[src/rtl/scan_pkg.sv]
// -----------------------------------------------------------------------------
// scan_pkg
// Shared definitions for the scan chain bank: the 2-bit scan mode encoding.
// All four encodings are legal, so no illegal-mode handling exists anywhere.
// -----------------------------------------------------------------------------
package scan_pkg;

  localparam int MODE_W = 2;

  typedef enum logic [MODE_W-1:0] {
    MODE_NORMAL  = 2'b00,  // functional path: data_out follows data_in
    MODE_CAPTURE = 2'b01,  // parallel load of the capture register
    MODE_SHIFT   = 2'b10,  // serial shift of every chain
    MODE_UPDATE  = 2'b11   // transfer capture register to data_out
  } mode_t;

endpackage

[src/rtl/scan_chain_segment.sv]
// -----------------------------------------------------------------------------
// scan_chain_segment
// One LEN-bit scan chain. It captures parallel data, shifts serially toward
// its MSB, or holds.
// Ports:
//   clk, rst_n  - clock (rising edge), asynchronous active-low reset
//   i_mode      - scan mode (scan_pkg::mode_t)
//   i_data      - parallel capture data for this chain
//   i_scan_in   - serial input, enters at the LSB
//   o_chain     - current chain contents (MSB is the serial output)
// -----------------------------------------------------------------------------
module scan_chain_segment
  import scan_pkg::*;
#(
  parameter int LEN = 8
) (
  input  logic           clk,
  input  logic           rst_n,
  input  mode_t          i_mode,
  input  logic [LEN-1:0] i_data,
  input  logic           i_scan_in,
  output logic [LEN-1:0] o_chain
);

  logic [LEN-1:0] r_chain;
  logic [LEN-1:0] w_shifted;

  // A one-bit chain has no lower bits to carry, so it just loads the serial bit.
  generate
    if (LEN == 1) begin : g_single
      assign w_shifted = i_scan_in;
    end else begin : g_multi
      assign w_shifted = {r_chain[LEN-2:0], i_scan_in};
    end
  endgenerate

  // NOTE: non-blocking (<=) assignments in clocked blocks. Every flop then
  // samples pre-edge values, so chains and counters update together.
  // NOTE: the chain is a register bank, not a memory. It must reset, because
  // scan_out (and parity) are required to read zero during reset.
  always_ff @(posedge clk or negedge rst_n) begin
    if (!rst_n) begin
      r_chain <= '0;
    end else begin
      case (i_mode)
        MODE_CAPTURE: r_chain <= i_data;
        MODE_SHIFT:   r_chain <= w_shifted;
        default:      ;  // NORMAL and UPDATE hold the chain
      endcase
    end
  end

  assign o_chain = r_chain;

endmodule

[src/rtl/scan_chain_bank.sv]
// -----------------------------------------------------------------------------
// scan_chain_bank
// Multi-chain DFT scan register. A WIDTH-bit capture register is split into
// CHAINS chains of CHAIN_LEN bits that shift in parallel. The functional
// output changes only in NORMAL (tracks data_in) or UPDATE (loads cap_reg).
// Chain c occupies cap_reg[c*CHAIN_LEN +: CHAIN_LEN]; its MSB drives scan_out[c].
// WIDTH must be a multiple of CHAINS, and CHAINS must be >= 1.
//
// Ports:
//   clk, rst_n  - clock (rising edge), asynchronous active-low reset
//   mode        - 00 NORMAL, 01 CAPTURE, 10 SHIFT, 11 UPDATE
//   data_in     - functional / capture data
//   data_out    - registered functional output (update register)
//   scan_in     - serial input, one bit per chain
//   scan_out    - serial output, one bit per chain (combinational from cap_reg)
//   shift_cnt   - shifts completed in the current SHIFT pass, saturates at CHAIN_LEN
//   shift_done  - one-cycle pulse after the CHAIN_LEN-th consecutive shift
//   cap_parity  - XOR of cap_reg; present only when SCAN_PARITY_EN is defined
//
// Configuration macro: SCAN_PARITY_EN (adds the cap_parity output).
// -----------------------------------------------------------------------------
module scan_chain_bank
  import scan_pkg::*;
#(
  parameter  int WIDTH     = 16,
  parameter  int CHAINS    = 2,
  localparam int CHAIN_LEN = WIDTH / CHAINS,
  localparam int CNT_W     = $clog2(CHAIN_LEN + 1)
) (
  input  logic              clk,
  input  logic              rst_n,
  input  logic [1:0]        mode,
  input  logic [WIDTH-1:0]  data_in,
  output logic [WIDTH-1:0]  data_out,
  input  logic [CHAINS-1:0] scan_in,
  output logic [CHAINS-1:0] scan_out,
  output logic [CNT_W-1:0]  shift_cnt,
`ifdef SCAN_PARITY_EN
  output logic              shift_done,
  output logic              cap_parity
`else
  output logic              shift_done
`endif
);

  localparam logic [CNT_W-1:0] CNT_MAX  = CNT_W'(CHAIN_LEN);
  localparam logic [CNT_W-1:0] CNT_LAST = CNT_W'(CHAIN_LEN - 1);

  mode_t            w_mode;
  logic [WIDTH-1:0] w_cap_reg;
  logic [WIDTH-1:0] r_data_out;
  logic [CNT_W-1:0] r_shift_cnt;
  logic             r_shift_done;
  logic [CNT_W-1:0] w_cnt_next;
  logic             w_done_next;

  assign w_mode = mode_t'(mode);

  // One segment per chain; together they form cap_reg.
  generate
    for (genvar c = 0; c < CHAINS; c++) begin : g_chain
      scan_chain_segment #(
        .LEN (CHAIN_LEN)
      ) u_segment (
        .clk       (clk),
        .rst_n     (rst_n),
        .i_mode    (w_mode),
        .i_data    (data_in[c*CHAIN_LEN +: CHAIN_LEN]),
        .i_scan_in (scan_in[c]),
        .o_chain   (w_cap_reg[c*CHAIN_LEN +: CHAIN_LEN])
      );
      assign scan_out[c] = w_cap_reg[c*CHAIN_LEN + CHAIN_LEN - 1];
    end
  endgenerate

  // Update register: loads in NORMAL and UPDATE, holds in CAPTURE and SHIFT.
  always_ff @(posedge clk or negedge rst_n) begin
    if (!rst_n) begin
      r_data_out <= '0;
    end else begin
      case (w_mode)
        MODE_NORMAL: r_data_out <= data_in;
        MODE_UPDATE: r_data_out <= w_cap_reg;
        default:     ;
      endcase
    end
  end

  // Pass counter. Any non-SHIFT cycle restarts the pass. The done pulse fires
  // only on the CHAIN_LEN-1 -> CHAIN_LEN step, so a saturated counter stays quiet.
  // NOTE: every output of an always_comb gets a default first, so no path
  // leaves a signal unassigned and no latch is inferred.
  always_comb begin
    w_cnt_next  = '0;
    w_done_next = 1'b0;
    if (w_mode == MODE_SHIFT) begin
      w_cnt_next  = (r_shift_cnt == CNT_MAX) ? r_shift_cnt : r_shift_cnt + CNT_W'(1);
      w_done_next = (r_shift_cnt == CNT_LAST);
    end
  end

  always_ff @(posedge clk or negedge rst_n) begin
    if (!rst_n) begin
      r_shift_cnt  <= '0;
      r_shift_done <= 1'b0;
    end else begin
      r_shift_cnt  <= w_cnt_next;
      r_shift_done <= w_done_next;
    end
  end

  assign data_out   = r_data_out;
  assign shift_cnt  = r_shift_cnt;
  assign shift_done = r_shift_done;

`ifdef SCAN_PARITY_EN
  // Integrity check on the captured image; it reads zero in reset because cap_reg does.
  assign cap_parity = ^w_cap_reg;
`endif

endmodule

[config.mk]
export PLATFORM = sky130hd
export DESIGN_NAME = scan_chain_bank
export DESIGN_NICKNAME = d
export VERILOG_FILES = /design/src/rtl/scan_pkg.sv /design/src/rtl/scan_chain_segment.sv /design/src/rtl/scan_chain_bank.sv
export SDC_FILE = /design/constraint.sdc
export NUM_CORES = 1
export LEC_CHECK = 0
export CAP_MARGIN = 10
export CELL_PAD_IN_SITES_DETAIL_PLACEMENT = 1
export CELL_PAD_IN_SITES_GLOBAL_PLACEMENT = 1
export CORE_ASPECT_RATIO = 0.6
export CORE_UTILIZATION = 37
export CTS_BUF_LIST = sky130_fd_sc_hd__clkbuf_8
export DETAILED_ROUTE_END_ITERATION = 8
export PLACE_DENSITY_LB_ADDON = 0.1
export REMOVE_ABC_BUFFERS = 1
export SYNTH_ARGS = -nofsm -noshare
export SYNTH_HDL_FRONTEND = slang
export SYNTH_HIERARCHICAL = 1
export SYNTH_SLANG_ARGS = --single-unit
[constraint.sdc]
create_clock -name clk -period 2.9 [get_ports clk]
set_input_delay 0.87 -clock clk [delete_from_list [all_inputs] [get_ports clk]]
set_output_delay 0.87 -clock clk [all_outputs]
set_load 0.005 [all_outputs]
# == Yosys cells after proc, flatten, opt, wreduce, memory -nomap -nowiden ==
# Index checks and enable logic that the tools add are counted.
# word_totals
word_cells,21
out_inout_bits,23
register_bits,37
# op_classes
eq_ne,6
n_mux,6
n_reduce_logical,3
add_sub_neg,1
# op_table
cell,count
case mux 16 bit (2 select lines),1
case mux 8 bit (2 select lines),2
two-way mux 4 bit,2
adder 4 x 1 -> 4 bit (second input constant),1
equality test 2 bit (second input constant),2
equality test 4 x 3 -> 1 bit (second input constant),1
equality test 4 bit (second input constant),1
nonzero test 2 bit,2
equality test 2 x 1 -> 1 bit (second input constant),1
zero test 2 bit,1
inequality test 2 bit (second input constant),1
two-way mux 1 bit,1

# == Logic depth before layout (Yosys ltp) ==
# Gate-level depths: netlist of run 1.
# depth
depth_word,3
depth_mapped,5

# == Modules after synthesis ==
# Netlist of run 1, hierarchy kept.
# by_module_without_submodules
module,area_per_inst_um2,cells_each,instances
scan_chain_bank,1023.5,95,1
scan_chain_segment,389.1,36,2

# == Least setup slack after synthesis of run 1 ==
# OpenSTA, ideal clock, no wires.
# synth_timing
path_type,input -> register
start,in mode[0]
end,reg r_data_out[10] (netlist: data_out[10])
path_stages,4
t_required_ns,2.763
n_path_buf,1
slack_ns,1.198
setup_time_ns,0.137
t_arrival_ns,1.565
cell_sequence,inv_1 ha_1 clkbuf_1 a21oi_1
# synth_between
elab_chain_cells,2
# synth_lines
item,line,rtl
"start, declared",scan_chain_bank.sv:32,"input logic [1:0] mode,"
equality test 2 bit or zero test 2 bit (tied branches),scan_chain_bank.sv:81,case (w_mode)
case mux 16 bit (2 select lines) or nonzero test 2 bit (tied branches),n/a,
"end signal, assigned",scan_chain_bank.sv:82,MODE_NORMAL: r_data_out <= data_in;
"end signal, assigned",scan_chain_bank.sv:83,MODE_UPDATE: r_data_out <= w_cap_reg;
"end, declared",scan_chain_bank.sv:51,logic [WIDTH-1:0] r_data_out;
# Parallel ways exist; a longest one is shown, timed or not.
# A chain may end at the register's enable or synchronous reset.

# == Final worst setup path of run 1 ==
# layout_timing
start,in mode[1]
end,reg g_chain[1].u_segment.r_chain[0]
# layout_between
elab_chain_cells,2
# layout_lines
item,line,rtl
equality test 2 bit or equality test 2 x 1 -> 1 bit (tied branches),scan_chain_segment.sv:45,case (i_mode)
case mux 8 bit (2 select lines) or nonzero test 2 bit (tied branches),n/a,
"end signal, assigned",scan_chain_segment.sv:46,MODE_CAPTURE: r_chain <= i_data;
"end signal, assigned",scan_chain_segment.sv:47,MODE_SHIFT: r_chain <= w_shifted;
"end, declared",scan_chain_segment.sv:25,logic [LEN-1:0] r_chain;
# Parallel ways exist; a longest one is shown, timed or not.

==> impl_summary.txt, run 1 <==
----------------------------------------------------
[Detailed routing]
  Number of violations reported at the end of detailed-routing iteration 0 ... 28
  Wire length reported by the detailed router ... 4100 um
  Total number of vias ... 1384
  Vias per Instance ... 5.01
  Count of TritonRoute iterations in the first routing pass ... 3
  Number of routed nets with antenna violations ... 0
  DR DRC count ... 0
  WL per Instance ... 14.9 um

[Synth]
  Number of synthesized register bits ... 37
  Predominant post-synthesis flop cell ... sky130_fd_sc_hd__dfrtp_1
  Largest cells by area after synthesis ... sky130_fd_sc_hd__dfrtp_1 51%, sky130_fd_sc_hd__mux2i_1 18%, sky130_fd_sc_hd__a21oi_1 4.4%
  Syn_area_per_cell ... 10.8 um^2
  Cell Area, Synth ... 0.00180 mm^2
  Yosys top cell area share ... 0.514
  Number of warnings printed during yosys synthesis ... 6
  Gate Count Post-Synth ... 167
  Most area-hungry cell type in the Yosys netlist ... sky130_fd_sc_hd__dfrtp_1
  Distinct cell type count after synthesis ... 20
  Post-synth EDFFs ... 0
  Sequential fraction of the synthesis area ... 0.514
  Share of async-settable or async-resettable flops after synthesis ... 1.00

[Cells and area]
  Total area of multi-input combinational cells ... 767 um^2
  Area Overhead vs Synth ... 29.4%
  Count of placed standard cells in the final layout, fillers left out ... 276
  Footprint of the flip-flops and latches ... 926 um^2
  Fill cells ... 527
  Antenna cell count ... 0
  Final nets ... 240
  Post-layout instance area ... 0.00233 mm^2
  Core occupancy in the finished layout ... 0.503
  Ratio of cells with drive above 1 in the final layout ... 0.0516

[CTS]
  Number of hold-repair buffers added at the cts stage ... 0
  Total clock sinks ... 37
  Clk Tree Root Cell ... sky130_fd_sc_hd__clkbuf_8
  Clock insertion delay at the later pin of the skew report ... 0.29 ns
  Clock input transition at the sequential cells of the worst setup and hold paths ... 0.07 ns
  Buffers from clock root to sink, at most ... 2
  Clock tree from TritonCTS ... done
  H-Tree Depth ... 2
  CTS buffer count ... 5
  Total setup buffers inserted after CTS ... 0
  Resize count post-CTS ... 0

[Critical path]
  Data arrival at the endpoint of the critical path ... 2.29 ns
  Count of cell instances traversed by the critical path ... 4
  Number of cell instances on the worst register-to-register path ... 5
  Type of origin of the critical path ... input pin
  Highest-delay cell along the critical path ... sky130_fd_sc_hd__clkdlybuf4s50_1
  Crit-path max FO ... 8
  Cell type group with the largest total delay on the critical path ... buffers and inverters
  Buf/Inv on CP ... 1
  Launch instance of the worst register-to-register path ... shift_cnt[0]$_DFFE_PN0P_
  Worst setup path class ... input pin to flip-flop
  Slowest Stage Delay on Critical Path ... 0.54 ns
  Chain of cells forming the critical path ... clkdlybuf4s50_1 -> ha_1 -> mux2i_1 -> o21ai_1
  Category of the worst setup path capture point ... flip-flop
  Required time of the critical path ... 3.06 ns
  Start point of the critical path ... mode[1]

[STA]
  Worst hold slack ... 0.526 ns
  Number of failing setup endpoints in the final timing report ... 0
  Max Transition Viols Final ... 0
  Number of hold violations in the final report ... 0
  Largest clock skew in the final design ... 0.00677 ns
  Setup WS post-layout ... 0.773 ns
  Clock period minus worst slack ... 2.13 ns
  Final Cycle Share ... 0.733
  Normalized max-slew margin ... 0.431
  Slew @ Worst Pin ... 0.853 ns
  Accumulated negative setup slack ... 0 ns
  Max Clock Freq ... 470 MHz
  RSZ-0062 raised after global routing ... false

[Min path]
  Classification of the worst-slack hold path ... flip-flop to flip-flop
  Count of cells along the worst hold path ... 2
  Launch instance of the worst min-delay path ... data_out[1]$_DFFE_PN0P_

[Floorplan]
  Die Footprint ... 0.00516 mm^2
  Core region area ... 0.00464 mm^2
  Number of core rows ... 19
  Count of pins on the block boundary ... 45
  Vert. Die Dim ... 56.1 um
  Starting Density ... 0.389
  Die outline width ... 92.1 um

[GRT]
  Top Usage Layer GRT ... met1
  Met1 Resource Use GR ... 0.260
  Pin count of the biggest net entering global routing ... 38
  All-Layer GR Usage ... 0.177
  Initial antenna violation count ... 0
  Met3 usage in global routing ... 0.0587
  Number of global-route vias before repair ... 1438
  Sum of overflow across all layers after global routing ... 0
  Fraction of met2 tracks used by global routing ... 0.256
  Global-route wire length before repair ... 7100 um

[Power and ir drop]
  Sequential share of power ... 0.503
  Worst voltage drop across the vdd grid ... 0.287 mV
  Power share of the combinational group ... 0.234
  PD cells ... 559 mW/mm^2
  Total power of the final layout ... 1.30 mW
  Static leakage power ... 0.994 nW
  Switching component of the power ... 370 uW
  Switching part of the total ... 0.284
  Clock power frac ... 0.263
  Internal power of the cells ... 933 uW

[Placed design]
  Total of buffers placed on input and output ports ... 44
  Cell Area, Placed ... 0.00225 mm^2
  Detailed placer's ending HPWL ... 2920 um
  Pre-CTS worst setup slack ... 0.464 ns
  Placed cell count ... 268
  Gp weighted congestion ... 0.754

[Outcome]
  Result of the run ... completed

[Run]
  Number of violations of the max-capacitance limit ... 0

----------------------------------------------------
## Yosys cell counts, types with 2 or more instances
cell / number
sky130_fd_sc_hd__ha_1: 6
sky130_fd_sc_hd__mux2i_1: 32
sky130_fd_sc_hd__buf_6: 5
sky130_fd_sc_hd__and2_1: 2
sky130_fd_sc_hd__o21ai_1: 16
sky130_fd_sc_hd__nor2_1: 16
sky130_fd_sc_hd__nand2_1: 18
sky130_fd_sc_hd__buf_2: 2
sky130_fd_sc_hd__nand3_1: 2
sky130_fd_sc_hd__nand3b_1: 2
sky130_fd_sc_hd__dfrtp_1: 37
sky130_fd_sc_hd__xnor2_1: 2
sky130_fd_sc_hd__a21oi_1: 16
sky130_fd_sc_hd__inv_1: 5
## power groups by stage
stage / clock network (mW) / logic, mW / registers (mW)
2_1_floorplan: 0 / 0.131 / 0.657
3_3_place_gp: 0 / 0.298 / 0.661
3_5_place_dp: 0 / 0.306 / 0.666
4_1_cts: 0.359 / 0.309 / 0.658
5_1_grt: 0.382 / 0.339 / 0.670
6_report: 0.343 / 0.305 / 0.656
## worst min-delay path, stage by stage (launching register included)
cell and delay [ns]:
sky130_fd_sc_hd__dfrtp_1 0.35, sky130_fd_sc_hd__nor2_1 0.04, sky130_fd_sc_hd__a21oi_1 0.10
## layout by cell type, fill, tap and decap left out, drive strengths merged, types with 5 or more instances in the layout
cell type       n
clkdlybuf4s50  43
dfrtp          37
mux2i          32
nand2          18
o21ai          17
nor2           16
a21oi          16
inv             6
ha              6
clkbuf          5
## path summary, 6_finish.rpt
path,to,slack [ns]
max,g_chain[1].u_segment/o_chain[0]$_DFFE_PN0P_,0.77
min,data_out[1]$_DFFE_PN0P_,0.53
max reg2reg,shift_cnt[0]$_DFFE_PN0P_,1.63
min reg2reg,data_out[1]$_DFFE_PN0P_,0.53
max in group asynchronous,g_chain[1].u_segment/o_chain[7]$_DFFE_PN0P_,1.67
min in group asynchronous,data_out[1]$_DFFE_PN0P_,0.69
## flip-flops by register name, indices dropped and copies added, names as in the netlist
| signal | count |
|---|---|
| shift_done | 1 |
| data_out | 16 |
| g_chain.u_segment/o_chain | 16 |
| shift_cnt | 4 |
## cell type report
| cell class | count | share of cell area |
|---|---|---|
| Timing Repair Buffer | 47 | 0.196 |
| Inverter | 5 | 0.00805 |
| Tap cell | 63 | 0.0338 |
| Multi-Input combinational cell | 116 | 0.329 |
| Clock inverter | 3 | 0.00590 |
| Sequential cell | 37 | 0.397 |
| Clock buffer | 5 | 0.0295 |
## layer usage
metal  vias to the layer above  wire length, um
met5                         -                0
met4                         0               22
met3                         3              187
met2                        28             1760
met1                       694             2130
li1                        659                -
## kinds of logic after synthesis
group	count (synthesis)	share of synthesized area
AOI/OAI and AO/OA	34	0.0958
xor gates and xnor gates	2	0.00972
adders and majority gates	6	0.0417
buffers and inverters	14	0.0604
DFF	37	0.514
muxes	32	0.178
and+or+nand+nor	42	0.101
Power figures use the tool's default switching activity.
==> run 2, diff against run 1 <==
==> constraint.sdc (replaced) <==
create_clock -name clk -period 2.1 [get_ports clk]
set_input_delay 0.63 -clock clk [delete_from_list [all_inputs] [get_ports clk]]
set_output_delay 0.63 -clock clk [all_outputs]
set_load 0.005 [all_outputs]
==> impl_summary.txt, run 2 (synthesized netlist as in run 1, its figures left out) <==
----------------------------------------------------
[Outcome]
  Result of the run ... completed

[Cells and area]
  Footprint of the flip-flops and latches ... 926 um^2
  Antenna cell count ... 0
  Most common cell after layout, fill and taps aside ... sky130_fd_sc_hd__clkdlybuf4s50_1
  Area Overhead vs Synth ... 33.2%
  Fill cells ... 518
  Final nets ... 243
  Total area of multi-input combinational cells ... 767 um^2
  Core occupancy in the finished layout ... 0.518
  Ratio of cells with drive above 1 in the final layout ... 0.0648
  Top library cells by usage in the layout, fill and taps aside ... 43 x sky130_fd_sc_hd__clkdlybuf4s50_1, 37 x sky130_fd_sc_hd__dfrtp_1, 32 x sky130_fd_sc_hd__mux2i_1

[CTS]
  Buffers from clock root to sink, at most ... 2
  H-Tree Depth ... 2
  Clock insertion delay at the later pin of the skew report ... 0.29 ns
  CTS buffer count ... 5
  Clk Tree Root Cell ... sky130_fd_sc_hd__clkbuf_8
  Total setup buffers inserted after CTS ... 0
  Total clock sinks ... 37
  Clock tree from TritonCTS ... done
  Clock input transition at the sequential cells of the worst setup and hold paths ... 0.08 ns
  Number of hold-repair buffers added at the cts stage ... 0
  Resize count post-CTS ... 0

[STA]
  Clock period minus worst slack ... 1.99 ns
  Final Cycle Share ... 0.946
  RSZ-0062 raised after global routing ... false
  Normalized max-slew margin ... 0.629
  Slew @ Worst Pin ... 0.557 ns
  Accumulated negative setup slack ... 0 ns
  Max Clock Freq ... 503 MHz
  Largest clock skew in the final design ... 0.00977 ns
  Worst hold slack ... 0.384 ns
  Max Transition Viols Final ... 0
  Number of failing setup endpoints in the final timing report ... 0
  Number of hold violations in the final report ... 0

[Floorplan]
  Number of core rows ... 19
  Die outline width ... 92.1 um
  Vert. Die Dim ... 56.1 um
  Core region area ... 0.00464 mm^2
  Count of pins on the block boundary ... 45
  Die Footprint ... 0.00516 mm^2
  Starting Density ... 0.389

[Power and ir drop]
  Static leakage power ... 1.03 nW
  Total power of the final layout ... 1.99 mW
  Worst voltage drop across the vdd grid ... 0.380 mV
  PD cells ... 830 mW/mm^2

[Critical path]
  Type of origin of the critical path ... input pin
  Minimum setup slack among reg-to-reg paths ... 0.86 ns
  Critical R2R Capture ... shift_cnt[0]$_DFFE_PN0P_
  Launch instance of the worst register-to-register path ... shift_cnt[0]$_DFFE_PN0P_
  Number of cell instances on the worst register-to-register path ... 5
  Crit-path max FO ... 8
  Data arrival at the endpoint of the critical path ... 2.14 ns
  Worst setup path class ... input pin to flip-flop
  Required time of the critical path ... 2.25 ns
  Category of the worst setup path capture point ... flip-flop

[GRT]
  All-Layer GR Usage ... 0.194
  Sum of overflow across all layers after global routing ... 0
  Number of global-route vias before repair ... 1504
  Pin count of the biggest net entering global routing ... 38
  Initial antenna violation count ... 0
  Global-route wire length before repair ... 7550 um

[Detailed routing]
  Topmost layer with routed signal wires ... met4
  Count of TritonRoute iterations in the first routing pass ... 3
  Wire length reported by the detailed router ... 4490 um
  WL per Instance ... 16.1 um
  Vias per Instance ... 4.92
  Number of routed nets with antenna violations ... 0
  Total number of vias ... 1373
  Met2 wire len ... 2040 um
  Routed length on met1 ... 2240 um
  DR DRC count ... 0
  Number of violations reported at the end of detailed-routing iteration 0 ... 15
  Met3 layer wire length in the routed design ... 205 um

[Run]
  Number of violations of the max-capacitance limit ... 0

[Placed design]
  Total of buffers placed on input and output ports ... 44
  Gp weighted congestion ... 0.750
  Detailed placer's ending HPWL ... 3150 um

[Min path]
  Classification of the worst-slack hold path ... input pin to async pin

----------------------------------------------------
## run 2: changes by cell type in the layout (fill, tap and decap cells not counted), sizes merged
cell | before | now
clkinv | 2 | 0
clkbuf | 5 | 6
bufinv | 0 | 1
buf | 4 | 7
## run 2: layout make-up
class	count	share of cell area
repair buffers	50	0.205
clock buffers	6	0.0344
inverters	5	0.00782
well taps	63	0.0328
clock inverters	2	0.0141
flip-flops and latches	37	0.386
multi-input cells	116	0.320
## run 2: per-stage QoR
step | cell area [um^2] | setup slack, ns | cells
floorplan | 1710 | 0.372 | 158
global placement | 2280 | -0.00199 | 271
detailed placement | 2280 | -0.162 | 271
CTS | 2400 | 0.104 | 279
global route | 2400 | 0.0486 | 279
finish | 2400 | 0.113 | 279
## run 2: how the worst max path moves through the flow
stage	start	endpoint	slack, ns	cells after the start
finish	mode[0]	g_chain[1].u_segment/o_chain[3]$_DFFE_PN0P_	0.11	5
CTS	mode[0]	g_chain[1].u_segment/o_chain[3]$_DFFE_PN0P_	0.10	5
floorplan	mode[0]	data_out[0]$_DFFE_PN0P_	0.37	3
detailed placement	mode[0]	g_chain[1].u_segment/o_chain[3]$_DFFE_PN0P_	-0.16	5
global placement	mode[0]	g_chain[0].u_segment/o_chain[0]$_DFFE_PN0P_	-0.002	5
global route	mode[0]	g_chain[1].u_segment/o_chain[1]$_DFFE_PN0P_	0.05	5
## run 2: metal layers
metal	global-route usage	vias up
met4	0.0446	0
met2	0.299	28
met3	0.0601	2
li1	-	667
met5	0	-
met1	0.268	676
## run 2: critical path, cell delays in order
cell and delay (ns):
sky130_fd_sc_hd__clkdlybuf4s50_1 0.49, sky130_fd_sc_hd__inv_1 0.13, sky130_fd_sc_hd__ha_1 0.51, sky130_fd_sc_hd__mux2i_1 0.27, sky130_fd_sc_hd__o21ai_1 0.09
## run 2: power breakdown
part           switching [mW]  internal (mW)  total, mW
registers              0.0843          0.825      0.910
logic                   0.192          0.249      0.442
clock network           0.258          0.383      0.641
total                   0.534           1.46       1.99
